$ cat config.mk
export PLATFORM = sky130hd
export DESIGN_NAME = cpu_feed
export DESIGN_NICKNAME = d
export VERILOG_FILES = /design/src/rtl/cpu_feed_pkg.sv /design/src/rtl/cpu_feed_queue.sv /design/src/rtl/cpu_feed.sv
export SDC_FILE = /design/constraint.sdc
export NUM_CORES = 1
export LEC_CHECK = 0
export CAP_MARGIN = 20
export CORE_MARGIN = 1
export CORE_UTILIZATION = 41
export CTS_CLUSTER_DIAMETER = 150
export DETAILED_ROUTE_END_ITERATION = 8
export MAX_ROUTING_LAYER = met4
export PLACE_DENSITY = 0.64
export SLEW_MARGIN = 20
export SYNTH_ARGS = -nofsm -noshare
export SYNTH_HDL_FRONTEND = slang
export SYNTH_SLANG_ARGS = --single-unit
$ cat constraint.sdc
create_clock -name clk -period 4.1 [get_ports clk]
set_input_delay 0.615 -clock clk [delete_from_list [all_inputs] [get_ports clk]]
set_output_delay 0.615 -clock clk [all_outputs]
set_load 0.02 [all_outputs]
$ cat src/rtl/cpu_feed_pkg.sv
// Shared CPU definitions: feed FSM encoding, instruction queue entry layout
// and injected-opcode/vector constants common to the feed stage and status unit.
package cpu_feed_pkg;

  localparam logic [1:0] F_IR   = 2'd0;
  localparam logic [1:0] F_K    = 2'd1;
  localparam logic [1:0] F_DROP = 2'd2;

  typedef struct packed {
    logic [15:0] ir;
    logic [15:0] k;
    logic [15:0] pc;
  } feed_entry_t;

  localparam logic [15:0] VEC_RESET   = 16'h0000;
  localparam logic [15:0] VEC_INT     = 16'h0004;
  localparam logic [15:0] OP_INT_CALL = 16'h940e;  // long call opcode used for interrupt entry
  localparam logic [15:0] OP_NOP      = 16'h0000;

  function automatic logic [15:0] pc_inc(input logic [15:0] pc);
    return pc + 16'd1;
  endfunction

endpackage

$ cat src/rtl/cpu_feed_queue.sv
// Small FIFO of fetched {ir, k, pc} entries; power-of-two depth, registered storage,
// flush has priority over push/pop.
module feed_queue
  import cpu_feed_pkg::*;
#(
  parameter int unsigned DEPTH = 2
) (
  input  logic                    clk,
  input  logic                    rst,
  input  logic                    push,
  input  feed_entry_t             push_data,
  input  logic                    pop,
  input  logic                    flush,
  output logic [$clog2(DEPTH):0]  count,
  output feed_entry_t             head
);

  localparam int unsigned AW = $clog2(DEPTH);
  localparam logic [AW-1:0] PtrOne = 1;
  localparam logic [AW:0]   CntOne = 1;

  feed_entry_t   mem_q [DEPTH];
  logic [AW-1:0] wr_ptr_q, wr_ptr_d;
  logic [AW-1:0] rd_ptr_q, rd_ptr_d;
  logic [AW:0]   count_q, count_d;

  always_comb begin
    wr_ptr_d = wr_ptr_q;
    rd_ptr_d = rd_ptr_q;
    count_d  = count_q;
    if (flush) begin
      wr_ptr_d = '0;
      rd_ptr_d = '0;
      count_d  = '0;
    end else begin
      if (push) wr_ptr_d = wr_ptr_q + PtrOne;
      if (pop)  rd_ptr_d = rd_ptr_q + PtrOne;
      if (push && !pop)      count_d = count_q + CntOne;
      else if (pop && !push) count_d = count_q - CntOne;
    end
  end

  always_ff @(posedge clk) begin
    if (rst) begin
      wr_ptr_q <= '0;
      rd_ptr_q <= '0;
      count_q  <= '0;
    end else begin
      wr_ptr_q <= wr_ptr_d;
      rd_ptr_q <= rd_ptr_d;
      count_q  <= count_d;
    end
  end

  always_ff @(posedge clk) begin
    if (push && !flush) mem_q[wr_ptr_q] <= push_data;
  end

  assign count = count_q;
  assign head  = mem_q[rd_ptr_q];

endmodule

$ cat src/rtl/cpu_feed.sv
// Instruction feed stage: fetches IR/K word pairs into a small queue and hands one
// instruction per cycle to decode, or the status unit's injected pair on replace_ir.
module cpu_feed
  import cpu_feed_pkg::*;
#(
  parameter int unsigned DEPTH    = 2,
  parameter logic [15:0] RESET_PC = 16'h0000
) (
  input  logic        clk,
  input  logic        rst,
  output logic        mem_req,
  output logic [15:0] mem_addr,
  input  logic        mem_ack,
  input  logic [15:0] mem_rdata,
  input  logic        hold_fetch,
  input  logic        hold_decode,
  input  logic        replace_ir,
  input  logic [15:0] int_ir,
  input  logic [15:0] int_k,
  input  logic        redirect,
  input  logic [15:0] redirect_pc,
  output logic        feed_valid,
  output logic [15:0] feed_ir,
  output logic [15:0] feed_k,
  output logic [15:0] feed_pc,
  input  logic        feed_ready,
  output logic        feed_ack
);

  localparam int unsigned CW = $clog2(DEPTH) + 1;
  localparam logic [CW-1:0] DepthCnt = CW'(DEPTH);

  logic [1:0]    state_q, state_d;
  logic [15:0]   pc_q, pc_d;
  logic [15:0]   addr_q, addr_d;
  logic [15:0]   ir_tmp_q, ir_tmp_d;
  logic [15:0]   pc_tmp_q, pc_tmp_d;
  logic          req_q, req_d;
  logic [CW-1:0] count;
  logic [CW-1:0] count_after;
  feed_entry_t   head, push_data;
  logic          push, pop, mem_done, queue_valid;

  assign mem_done    = req_q & mem_ack;
  assign queue_valid = (count != '0);
  assign mem_req     = req_q;
  assign mem_addr    = addr_q;

  always_comb begin
    feed_valid = replace_ir | queue_valid;
    feed_ir    = replace_ir ? int_ir : head.ir;
    feed_k     = replace_ir ? int_k  : head.k;
    feed_pc    = (replace_ir && !queue_valid) ? pc_q : head.pc;
  end

  assign feed_ack  = feed_valid & feed_ready & ~hold_decode & ~rst;
  assign pop       = feed_ack & ~replace_ir & ~redirect;
  assign push      = mem_done & (state_q == F_K) & ~redirect;
  assign push_data = '{ir: ir_tmp_q, k: mem_rdata, pc: pc_tmp_q};

  // Occupancy once this cycle's push/pop land; decides a back-to-back IR fetch.
  assign count_after = count + CW'(push) - CW'(pop);

  always_comb begin
    state_d  = state_q;
    pc_d     = pc_q;
    addr_d   = addr_q;
    req_d    = req_q;
    ir_tmp_d = ir_tmp_q;
    pc_tmp_d = pc_tmp_q;
    if (redirect) begin
      pc_d = redirect_pc;
      // An unacked request cannot be retracted; its data is discarded in F_DROP.
      req_d   = req_q & ~mem_ack;
      state_d = (req_q && !mem_ack) ? F_DROP : F_IR;
    end else begin
      case (state_q)
        F_IR: begin
          if (mem_done) begin
            ir_tmp_d = mem_rdata;
            pc_tmp_d = pc_q;
            pc_d     = pc_inc(pc_q);
            addr_d   = pc_inc(pc_q);
            state_d  = F_K;
          end else if (!req_q && !hold_fetch && (count < DepthCnt)) begin
            req_d  = 1'b1;
            addr_d = pc_q;
          end
        end
        F_K: begin
          if (mem_done) begin
            pc_d    = pc_inc(pc_q);
            state_d = F_IR;
            if (!hold_fetch && (count_after < DepthCnt)) begin
              addr_d = pc_inc(pc_q);
            end else begin
              req_d = 1'b0;
            end
          end
        end
        F_DROP: begin
          if (mem_done) begin
            req_d   = 1'b0;
            state_d = F_IR;
          end
        end
        default: begin
          req_d   = 1'b0;
          state_d = F_IR;
        end
      endcase
    end
  end

  always_ff @(posedge clk) begin
    if (rst) begin
      state_q  <= F_IR;
      pc_q     <= RESET_PC;
      addr_q   <= RESET_PC;
      req_q    <= 1'b0;
      ir_tmp_q <= '0;
      pc_tmp_q <= '0;
    end else begin
      state_q  <= state_d;
      pc_q     <= pc_d;
      addr_q   <= addr_d;
      req_q    <= req_d;
      ir_tmp_q <= ir_tmp_d;
      pc_tmp_q <= pc_tmp_d;
    end
  end

  feed_queue #(
    .DEPTH(DEPTH)
  ) u_queue (
    .clk      (clk),
    .rst      (rst),
    .push     (push),
    .push_data(push_data),
    .pop      (pop),
    .flush    (redirect),
    .count    (count),
    .head     (head)
  );

endmodule

==> impl_summary.log <==
[metrics] layout net count: 870
[metrics] count of different cell masters after synthesis: 41
[metrics] largest clock skew in the final design: 5.48 ps
[metrics] Max Cap Viol: 0
[metrics] setup repair after global routing missed its margin: false
[metrics] final hold vios: 0
[metrics] number of buffers created by CTS: 17
[metrics] number of register bits inferred by synthesis: 168
[metrics] maximum frequency from static timing analysis: 304 MHz
[metrics] number of routed nets with antenna violations: 0
[metrics] register area share after synthesis: 59.9%
[metrics] Crit Path Category: reg2out
[metrics] Iter 0 DRT Violations: 393
[metrics] DRC: 1
[metrics] sequential cell fraction of total power: 47.3%
[metrics] most common library cells after synthesis: nand2_1 (140), edfxtp_1 (96), dfxtp_1 (72)
[metrics] maximum number of pins on one net before global-route repair: 73
[metrics] Root Buffer: clkbuf_16
[metrics] R2R depth: 12
[metrics] GRT Residual Overflow: 0
[metrics] final period demand of the worst path: 3290 ps
[metrics] CP max FO: 27
[metrics] vias per cell: 5.05
[metrics] result of the run: finished with violations
[metrics] Top Ports: 139
[metrics] Internal: 3.06 mW
[metrics] Critical R2R Capture: mem_addr[0]$_SDFFE_PP0P_
[metrics] number of synthesized flops with an enable pin: 96
[metrics] synthesized-area fraction occupied by ao, oa, aoi and oai cells: 10.1%
[metrics] critical path capture point type: output pin
[metrics] Comb pwr share: 8.9%
[metrics] final sum of negative setup slack: 0 ps
[metrics] cell depth of the worst min-delay path: 0
[metrics] crit path launch type: flop
[metrics] number of antenna violations at the first check in global routing: 0
[metrics] fillcell total: 1435
[metrics] ys flop type: edfxtp_1
[metrics] power spent charging and discharging nets: 0.819 mW
[metrics] cell chain of the critical path: buf_4 -> mux2i_1 -> o21ai_0 -> clkdlybuf4s50_1
[metrics] post-synthesis cell count: 676
[metrics] required time reported for the critical path endpoint: 3480 ps
[metrics] synth warn: 0
[metrics] final worst path period share: 80.1%
[metrics] global routing usage on met3: 4.50%
[metrics] iteration count of the initial detailed-routing pass: 6
[metrics] placer congestion estimate: 0.823
[metrics] crit-path leading delay family: buffers and inverters
[metrics] post-synthesis async set-or-reset flop share: 0%
[metrics] number of inserted diodes: 0
[metrics] post-layout power: 3.88 mW
[metrics] effective utilization at floorplan: 41.9%
[metrics] multiplexer fraction of the synthesized cell area: 7.21%
[metrics] count of buffers inserted at the top-level ports: 138
[metrics] Simple-Gate Fraction of Synth Area: 13.4%
[metrics] vertical die dimension: 135 um
[metrics] syn nets: 754
[metrics] launch point of the worst reg-to-reg path: u_queue.count[0]$_SDFFE_PP0P_
[metrics] synthesized area divided by synthesized cell count: 10.7 um2
[metrics] core area: 17200 um2
[metrics] arithmetic-cell share of the synthesized area counting full adders, half adders and majority gates: 1.04%
[metrics] first-pass GRT wire length: 26200 um
[metrics] Post-CTS Resized: 0
[metrics] top cell type's share of synthesized area: 39.9%
[metrics] layer carrying the most global-route usage: met2
[metrics] Non-Filler Instances: 1030
[metrics] critical hold path startpoint: pc_tmp_q[10]$_SDFFE_PP0P_
[metrics] endpoint with the worst hold slack: u_queue.mem_q[0][10]$_DFFE_PP_
[metrics] H-tree depth reported by CTS: 4
[metrics] count of endpoints failing setup in the final report: 0
[metrics] fraction of power consumed by the clock network: 43.8%
[metrics] final hold slack: 449 ps
[metrics] Global Route met1 Usage: 24.1%
[metrics] layout cell share with drive strength beyond 1: 6.71%
[metrics] Max rail drop VDD: 0.328 mV
[metrics] Area Overhead vs Synth: 30.1%
[metrics] Power Dens Cells: 413 nW/um2
[metrics] total routed wirelength: 16300 um
[metrics] sequential cell area in the final layout: 4330 um2
[metrics] arrival time worst endpoint: 2670 ps
[metrics] clock net sink count: 168
[metrics] instance count after placement with tap cells included: 998
[metrics] WL/cell: 15.8 um
[metrics] net switching fraction of the power: 21.1%
[metrics] via total after detailed routing: 5199
[metrics] worst path buffer plus inverter count: 2
[metrics] footprint of the multi-input gates: 2640 um2
[metrics] Die Area: 18100 um2
[metrics] met2 Usage GRT: 31.5%
[metrics] count of pins over their slew limit: 0
[metrics] insertion delay to the later sink of the worst-skew pair: 420 ps
[metrics] GR Util All Layers: 19.5%
[metrics] slew at the pin with the worst max-slew slack: 866 ps
[metrics] largest incremental delay on the critical path: 890 ps
[metrics] remaining max-slew budget at the tightest pin: 42.2%
[metrics] cell with the most instances after synthesis: nand2_1
[metrics] top area cells in the synthesized netlist: edfxtp_1 (40%), dfxtp_1 (20%), nand2_1 (7.3%)
[metrics] TritonCTS clock tree: yes
[metrics] cell taking the most area after synthesis: edfxtp_1
[metrics] horizontal die dimension: 135 um
[metrics] cell row count: 48
[metrics] Clock Pin Slew Worst Setup and Hold Paths: 60 ps
[metrics] vias in the first global route: 5201
[metrics] failing checks: DRC
[metrics] xor and xnor area share after synthesis: 4.49%
[metrics] path class of the lowest-slack min-delay path: reg2reg
[metrics] HPWL Detailed: 10700 um
[metrics] crit path max-delay cell type: dfxtp_2
[metrics] CTS max path bufs: 2
[metrics] number of post-CTS setup repair buffers: 0
[metrics] main combinational cell family by area after synthesis: simple AND/OR/NAND/NOR gates
[metrics] leakage power: 3.25 nW
[metrics] combined area of all synthesized cells: 7220 um2
[metrics] register-to-register path setup slack: 1130 ps
[metrics] number of buffers added to fix hold violations after cts: 0
-- layout make-up --
type	instances	share of cell area [%]
Inverter	8	0.320
Clock inverter	7	1.49
Tap cell	225	3.00
Multi-Input combinational cell	446	28.1
Clock buffer	25	5.29
Timing Repair Buffer	151	15.8
Sequential cell	168	46.1
-- how the worst max path moves through the flow --
stage | from | endpoint | slack, ps | depth (start not counted)
after floorplan | mem_ack | u_queue.mem_q[0][0]$_DFFE_PP_ | 250 | 4
after global placement | hold_decode | mem_addr[0]$_SDFFE_PP0P_ | 800 | 13
after detailed placement | hold_decode | mem_addr[0]$_SDFFE_PP0P_ | 740 | 13
after CTS | flop | feed_ir[0] | 760 | 4
after global routing | flop | feed_ir[9] | 620 | 4
final | flop | feed_ir[0] | 810 | 4
-- per-layer routing --
metal / wire (um) / up-vias
met5: 0 / -
met4: 240 / 0
met3: 860 / 19
met2: 7730 / 166
met1: 7430 / 2423
li1: - / 2591
-- metrics by stage --
stage / worst slack (ps) / instance area [um2] / utilization (%)
detailed placement: 739 / 8750 / 50.8
finish: 814 / 9390 / 54.5
floorplan: 246 / 7220 / -
CTS: 757 / 9390 / 54.5
global route: 623 / 9390 / 54.5
global placement: 801 / 8750 / 50.8
-- power groups by stage --
stage / Combinational [mW] / Clock, mW / Sequential (mW)
after global routing: 0.373 / 1.79 / 1.84
after floorplan: 0.174 / 0 / 1.86
after global placement: 0.338 / 0 / 1.87
final: 0.345 / 1.70 / 1.83
after detailed placement: 0.344 / 0 / 1.87
after CTS: 0.347 / 1.73 / 1.83
-- cell families (layout without fill, tap and decap cells) --
logic type | Yosys count | in the layout
buf+inv | 62 | 191
compound gates | 124 | 124
flops | 168 | 168
xor+xnor | 37 | 37
mux | 52 | 52
fa+ha+maj | 6 | 6
simple gates | 227 | 227
-- layout by cell type, fill, tap and decap left out, drive strengths merged, types with 2 or more instances in the layout --
cell	Yosys	routed
edfxtp	96	96
nand4	6	6
o21ai	51	51
a21oi	43	43
nor4	4	4
a211oi	22	22
bufinv	0	4
clkinvlp	0	2
clkbuf	36	25
nor3	14	14
clkdlybuf4s50	0	136
xnor2	13	13
a2111oi	2	2
nor3b	2	2
dfxtp	72	72
nand2	140	140
mux2i	52	52
buf	18	15
and2b	2	2
inv	8	8
nand3	6	6
ha	6	6
xor2	24	24
nor2	47	47
and2	2	2
-- flip-flops by register name (all words and copies together), names as in the netlist, named ones only --
register and count:
u_queue.mem_q 96, ir_tmp_q 16, mem_addr 16, pc_q 16, pc_tmp_q 16, state_q 2
u_queue.count 2, mem_req 1, u_queue.rd_ptr_q 1, u_queue.wr_ptr_q 1
(Power assumes the default switching activity.)
